File: config.mk
export PLATFORM = sky130hd
export DESIGN_NAME = if_fetch_queue
export DESIGN_NICKNAME = d
export VERILOG_FILES = /design/src/rtl/if_fetch_queue.sv
export SDC_FILE = /design/constraint.sdc
export NUM_CORES = 1
export LEC_CHECK = 0
export ABC_AREA = 1
export CAP_MARGIN = 10
export CORE_MARGIN = 2
export CORE_UTILIZATION = 25
export CTS_CLUSTER_DIAMETER = 80
export DETAILED_ROUTE_END_ITERATION = 12
export PLACE_DENSITY_LB_ADDON = 0.1
export RECOVER_POWER = 100
export SLEW_MARGIN = 20
export SYNTH_ARGS = -nofsm -noshare
export SYNTH_HDL_FRONTEND = slang
export SYNTH_SLANG_ARGS = --single-unit
File: constraint.sdc
create_clock -name clk -period 5.95 [get_ports clk]
set_clock_uncertainty 0.2 [all_clocks]
set_input_delay 1.19 -clock clk [delete_from_list [all_inputs] [get_ports clk]]
set_output_delay 1.19 -clock clk [all_outputs]
set_load 0.02 [all_outputs]
File: src/rtl/if_fetch_queue.sv
// if_fetch_queue: owns the fetch PC, issues 1-cycle imem reads and
// buffers returned instructions with their PCs for the decode stage.
module if_fetch_queue #(
  parameter int unsigned     PC_W     = 9,
  parameter int unsigned     INS_W    = 32,
  parameter int unsigned     DEPTH    = 4,
  parameter logic [PC_W-1:0] RESET_PC = '0
) (
  input  logic                       clk,
  input  logic                       rst,
  output logic                       imem_req,
  output logic [PC_W-1:0]            imem_addr,
  input  logic [INS_W-1:0]           imem_rdata,
  output logic                       id_valid,
  input  logic                       id_ready,
  output logic [INS_W-1:0]           id_instr,
  output logic [PC_W-1:0]            id_pc,
  input  logic                       redirect,
  input  logic [PC_W-1:0]            redirect_pc,
  output logic [$clog2(DEPTH+1)-1:0] occupancy
);

  localparam int unsigned PW = $clog2(DEPTH);
  localparam int unsigned CW = $clog2(DEPTH+1);

  typedef logic [CW:0] need_t;

  logic [PC_W-1:0]  fetch_pc_q, fetch_pc_d;
  logic [PC_W-1:0]  pending_pc_q, pending_pc_d;
  logic             inflight_q, inflight_d;
  logic             kill_q, kill_d;
  logic [PW-1:0]    wr_ptr_q, wr_ptr_d;
  logic [PW-1:0]    rd_ptr_q, rd_ptr_d;
  logic [CW-1:0]    count_q, count_d;

  logic [INS_W-1:0] ins_q [DEPTH];
  logic [PC_W-1:0]  pcs_q [DEPTH];

  logic             pop;
  logic             push;
  logic             room;
  need_t            need;
  logic [PC_W-1:0]  redir_pc;

  assign id_valid  = (count_q != '0);
  assign pop       = id_valid & id_ready;
  assign push      = inflight_q & ~kill_q & ~rst & ~redirect;

  // Slots already promised: buffered plus in flight, minus this pop.
  assign need      = need_t'(count_q)
                   + need_t'(inflight_q)
                   - need_t'(pop);
  assign room      = (need < need_t'(DEPTH));
  assign imem_req  = ~rst & ~redirect & room;
  assign imem_addr = fetch_pc_q;

  assign redir_pc  = redirect_pc & ~PC_W'(3);

  assign id_instr  = id_valid ? ins_q[rd_ptr_q] : '0;
  assign id_pc     = id_valid ? pcs_q[rd_ptr_q] : '0;
  assign occupancy = count_q;

  always_comb begin
    fetch_pc_d   = fetch_pc_q;
    pending_pc_d = pending_pc_q;
    inflight_d   = imem_req;
    kill_d       = 1'b0;
    wr_ptr_d     = wr_ptr_q + PW'(push);
    rd_ptr_d     = rd_ptr_q + PW'(pop);
    count_d      = count_q + CW'(push) - CW'(pop);
    if (imem_req) begin
      fetch_pc_d   = fetch_pc_q + PC_W'(4);
      pending_pc_d = fetch_pc_q;
    end
    if (redirect) begin
      fetch_pc_d = redir_pc;
      inflight_d = 1'b0;
      kill_d     = 1'b1;
      wr_ptr_d   = '0;
      rd_ptr_d   = '0;
      count_d    = '0;
    end
  end

  always_ff @(posedge clk) begin
    if (rst) begin
      fetch_pc_q   <= RESET_PC;
      pending_pc_q <= '0;
      inflight_q   <= 1'b0;
      kill_q       <= 1'b0;
      wr_ptr_q     <= '0;
      rd_ptr_q     <= '0;
      count_q      <= '0;
    end else begin
      fetch_pc_q   <= fetch_pc_d;
      pending_pc_q <= pending_pc_d;
      inflight_q   <= inflight_d;
      kill_q       <= kill_d;
      wr_ptr_q     <= wr_ptr_d;
      rd_ptr_q     <= rd_ptr_d;
      count_q      <= count_d;
    end
  end

  // Storage needs no reset; reads are masked by id_valid.
  always_ff @(posedge clk) begin
    if (push) begin
      ins_q[wr_ptr_q] <= imem_rdata;
      pcs_q[wr_ptr_q] <= pending_pc_q;
    end
  end

endmodule

==> results.cfg, run 1 <==
[final_layout]
synthToLayoutAreaGrowth_pct = 26.03
nFillCells = 2965
final_cell_mix = nor2_1 (186), edfxtp_1 (156), o21ai_0 (84), dlygate4sd3_1 (84), a21oi_1 (45)
final_util_pct = 31.81
multi_input_area_um2 = 1787
layout_commonest_cell = nor2_1
drive_gt1_share_pct = 6.011
register_area_um2 = 5150
nets = 770

[critical_path]
arrival_ns = 3.96
cp_cell_sequence = dlygate4sd3_1 -> nand2_1 -> inv_1 -> nand2_1 -> ha_1 -> nand2_1 -> inv_1 -> nand4_1 -> nand2_1 -> nand2_1 -> nand2_1 -> nand3_4 -> inv_2 -> dlygate4sd3_1
crit_top_cell = nand2_1
cp_top_family = buffers and inverters
cp.required_ns = 4.56
worstReg2RegStart = inflight_q
cp-end-kind = output pin
cpMaxStageDelayCell = dlygate4sd3_1
cp-start-kind = input port
r2r_cells = 5
critical_path_peak_fanout = 13
slowest_delay_ns = 0.71
r2r_end = ins_q[1][27]
regToRegSetupSlack_ns = 2.83
setup.worst_path.class = input port to output pin
critical_path_buf_inv_count = 5

[yosys]
async_flop_share_pct = 0
synth-seq-cells = 179
yosysWarnings = 0
synth_edf_count = 156
yosysUniqueCellTypes = 30
synth_flop_cell = edfxtp_1
synthTopCellsByArea = edfxtp_1 (65%), nor2_1 (9.6%), dfxtp_1 (6.4%), o21ai_0 (5.8%), a21oi_1 (3.1%)
synth_top_area_share_pct = 65.01
netlist_area_um2 = 7206
synth_area_per_cell_um2 = 11.46
synth_cells = 629
synth_top_cell_by_area = edfxtp_1
seq_area_frac_synth_pct = 71.40

[power]
pwr_density_cell_nw_per_um2 = 287.3
leakage_nw = 3.193
ir_drop_v = 0.0001323

[cts]
cts_tree = yes
post_cts_buffers = 0
clk_pin_slew_ns = 0.07
numCtsBuffers = 17
ctsResizeCount = 0
root_buffer = clkbuf_16
clk_latency_ns = 0.42
cts_sinks = 179
ctsHoldBuffers = 0
clock_path_buffers = 2
htreeDepth = 4

[sta]
slew_headroom_pct = -22.38
max_freq_mhz = 186.8
worstMarginPinSlew_ns = 1.836
final_hold_viol_count = 0
rsz0062_at_grt = false
fin_crit_sh_pct = 89.99
finalSetupTns_ns = 0
period_minus_slack_ns = 5.354
maxSlewViolCount = 180
finalSetupViolations = 0

[global_routing]
groute.usage.overall_pct = 12.14
grt_pass1_vias = 4927
antenna_found_initial = 2
gr-total-overflow = 0
grt_first_pass_wirelength_um = 27510
grt_max_degree = 80

[min_path]
min_path_cells = 0
min_from = pending_pc_q[3]
hold_class = flip-flop to flip-flop
min_to = pcs_q[2][3]

[drt]
wl_met3_um = 873
route.antenna.remaining_nets = 0
viasPerCell = 4.284
wl_met1_um = 8125
dr.max_layer_used = met5
first_pass_iters = 4
first_iter_violations = 197
met2_length_um = 8798
wirelength_um = 17980
routed-via-count = 4794
wl_per_cell_um = 16.07
drcViolationCount = 0

[place]
port_buffers = 93
dp_hpwl_um = 10010
place.gp.congestion = 0.7654

[floorplan]
die_w_um = 173.8
chipHeight_um = 173.8
dieArea_um2 = 30200
io_pins = 100
coreArea_um2 = 28550
initial_core_util_pct = 25.24
row_count = 62

[status]
status = finished, violations left
violations = max-capacitance violations, max-slew violations

[job]
drv_cap = 5
[Yosys cell counts (2+ instances only)]
master / count
xor2_1: 2
a21oi_1: 45
inv_2: 2
ha_1: 5
clkbuf_1: 23
xnor2_1: 2
dfxtp_1: 23
edfxtp_1: 156
nand2_1: 24
buf_4: 4
inv_1: 22
nand3_1: 14
buf_6: 2
nand2_2: 4
nor2_1: 185
o21ai_1: 4
buf_1: 4
buf_2: 4
nor3_1: 4
o21ai_0: 84
nand4_1: 7
[worst max path at each step]
stage	start	to	slack [ns]	cells past startpoint
floorplan	redirect	ins_q[0][0]	0.75	5
global placement	id_ready	imem_req	0.83	14
detailed placement	id_ready	imem_req	0.77	14
CTS	id_ready	imem_req	0.77	14
global route	id_ready	imem_req	0.35	14
finish	id_ready	imem_req	0.60	14
[registers in the layout, summed over array words and instances, names as in the netlist]
signal,flops
ins_q,128
pending_pc_q,7
imem_addr,7
kill_q,1
inflight_q,1
wr_ptr_q,2
pcs_q,28
rd_ptr_q,2
occupancy,3
[cells by family after synthesis]
family	share of synthesized area, %
compound gates	9.342
buf+inv	3.716
simple gates	13.86
flops	71.40
other cells	0.05204
xor+xnor	0.4863
fa+ha+maj	1.146
[through the flow]
stage	setup slack (ns)	hold slack (ns)	instance area [um^2]	cells	power [mW]
2_1_floorplan	0.7515	0.2608	7217	632	1.488
5_1_grt	0.3498	0.3353	9076	1117	2.704
3_3_place_gp	0.8294	0.2853	8569	1084	1.564
3_5_place_dp	0.7685	0.2906	8569	1084	1.567
4_1_cts	0.7691	0.3073	9143	1116	2.658
6_report	0.5958	0.3061	9081	1119	2.609
[where the power goes]
part	total [mW]	internal, mW	switching (mW)
Sequential	1.39	1.38	0.0126
Clock	1.08	0.589	0.493
Combinational	0.135	0.0533	0.0814
[final cells by class]
class | count | share of cell area [%]
Antenna cell | 3 | 0.08267
Timing Repair Buffer | 105 | 10.88
Sequential cell | 179 | 56.71
Inverter | 25 | 1.047
Multi-Input combinational cell | 391 | 19.67
Clock inverter | 15 | 1.626
Tap cell | 384 | 5.291
Clock buffer | 17 | 4.684
[metal layers]
metal	GRT usage [%]	up-vias
met2	20.24	98
met1	15.15	2319
li1	-	2362
met5	0	-
met4	3.922	2
met3	3.553	13
No activity file was read; power rests on OpenSTA's default activity.
==> run 2, diff against run 1 <==
Clock period 5.95 ns to 4.9 ns, I/O delays scaled along.
==> results.cfg, run 2 (synthesized netlist as in run 1, its figures left out) <==
[status]
status = finished, final reports clean

[global_routing]
grt_pass1_vias = 5002
groute.usage.overall_pct = 12.38
gr-total-overflow = 0
antenna_found_initial = 1
grt_max_degree = 43
grt_first_pass_wirelength_um = 28150

[critical_path]
r2r_cells = 17
cp_cell_sequence = clkdlybuf4s50_1 -> nand2_1 -> inv_1 -> nand2_1 -> ha_1 -> nand2_1 -> inv_1 -> nand4_1 -> nand2_1 -> nand2_1 -> nand2_2 -> nand3_4 -> inv_1 -> clkdlybuf4s50_1
crit_start = id_ready
critical_path_buf_inv_count = 5
cpMaxStageDelayCell = clkdlybuf4s50_1
setup.worst_path.class = input port to output pin
arrival_ns = 3.37
r2r_end = imem_addr[5]
slowest_delay_ns = 0.62
cp.depth = 14
cp_top_family = buffers and inverters
worstReg2RegStart = occupancy[1]
cp-end-kind = output pin
regToRegSetupSlack_ns = 2.12
critical_path_peak_fanout = 4
cp.required_ns = 3.72
cp-start-kind = input port
crit_top_cell = nand2_1

[place]
port_buffers = 93
dp_hpwl_um = 10720
place.gp.congestion = 0.8038

[cts]
cts_tree = yes
cts_sinks = 179
clock_path_buffers = 2
root_buffer = clkbuf_16
clk_latency_ns = 0.42
post_cts_buffers = 0
ctsHoldBuffers = 0
clk_pin_slew_ns = 0.06
ctsResizeCount = 0
numCtsBuffers = 17
htreeDepth = 4

[floorplan]
io_pins = 100
die_w_um = 173.8
chipHeight_um = 173.8
coreArea_um2 = 28550
dieArea_um2 = 30200
row_count = 62
initial_core_util_pct = 25.24

[sta]
rsz0062_at_grt = false
worstMarginPinSlew_ns = 1.062
period_minus_slack_ns = 4.547
max_freq_mhz = 219.9
fin_crit_sh_pct = 92.80
timing.hold.ws_ns = 0.3216
slew_headroom_pct = 29.17
final_hold_viol_count = 0
maxSlewViolCount = 0
finalSetupViolations = 0
finalSetupTns_ns = 0

[final_layout]
layout_commonest_cell = nor2_1
reg_top3 = ins_q: 128 flops, pcs_q: 28 flops
synthToLayoutAreaGrowth_pct = 26.78
nFillCells = 2929
nets = 775
largest_reg_flops = 128
top_register = ins_q
register_area_um2 = 5150
final_util_pct = 32.00
drive_gt1_share_pct = 6.649
final_cell_mix = nor2_1 (186), edfxtp_1 (156), o21ai_0 (85)
multi_input_area_um2 = 1789

[drt]
first_iter_violations = 322
viasPerCell = 4.278
wl_per_cell_um = 16.19
wirelength_um = 18170
route.antenna.remaining_nets = 0
drcViolationCount = 0
first_pass_iters = 4
routed-via-count = 4800

[min_path]
min_to = pcs_q[3][3]
min_from = pending_pc_q[3]
hold_class = flip-flop to flip-flop
min_path_cells = 0

[power]
leakage_nw = 3.230
pwr_density_cell_nw_per_um2 = 355.2
ir_drop_v = 0.0001927

[job]
drv_cap = 0
-- run 2: worst reg2reg max path, stage by stage, from the launching register on --
cell      delay, ns
dfxtp_1        0.38
inv_1          0.11
nand2_2        0.12
nand2_1        0.14
inv_1          0.13
nand2_1        0.06
ha_1           0.29
nand2_1        0.05
inv_1          0.06
nand4_1        0.15
nand2_1        0.09
nand2_1        0.06
nand2_2        0.08
nand3_4        0.07
inv_1          0.12
clkbuf_1       0.38
nand3_1        0.14
nand3_1        0.10
-- run 2: area by class of cell --
class                           instances  area share [%]
Tap cell                              384           5.260
Sequential cell                       179           56.38
Clock buffer                           17           4.657
Inverter                               25           1.027
Timing Repair Buffer                  110           11.09
Antenna cell                            1         0.02739
Multi-Input combinational cell        391           19.59
Clock inverter                         15           1.972
-- run 2: worst max path at each step --
stage                              to  slack, ns
after floorplan           ins_q[0][0]      -0.09
final                        imem_req       0.35
after global placement       imem_req       0.46
after CTS                    imem_req       0.42
after global routing         imem_req       0.15
after detailed placement     imem_req       0.43
-- run 2: per-stage QoR --
step	worst slack (ns)	std cells	power [mW]	instance area, um^2
6_report	0.3526	1122	3.245	9135
5_1_grt	0.1465	1122	3.362	9135
4_1_cts	0.4231	1121	3.303	9213
3_5_place_dp	0.4328	1089	1.907	8607
3_3_place_gp	0.4558	1089	1.904	8607
2_1_floorplan	-0.08854	632	1.807	7217
-- run 2: power breakdown --
group / internal, mW / switching [mW]
Combinational: 0.0659 / 0.100
Clock: 0.807 / 0.580
Sequential: 1.67 / 0.0166
Total: 2.55 / 0.697
-- run 2: layer usage --
metal	wire, um	track usage (%)	vias to the layer above
met2	8836	20.85	103
li1	-	-	2366
met4	257	4.377	0
met5	0	0	-
met3	912	3.750	18
met1	8160	15.03	2313
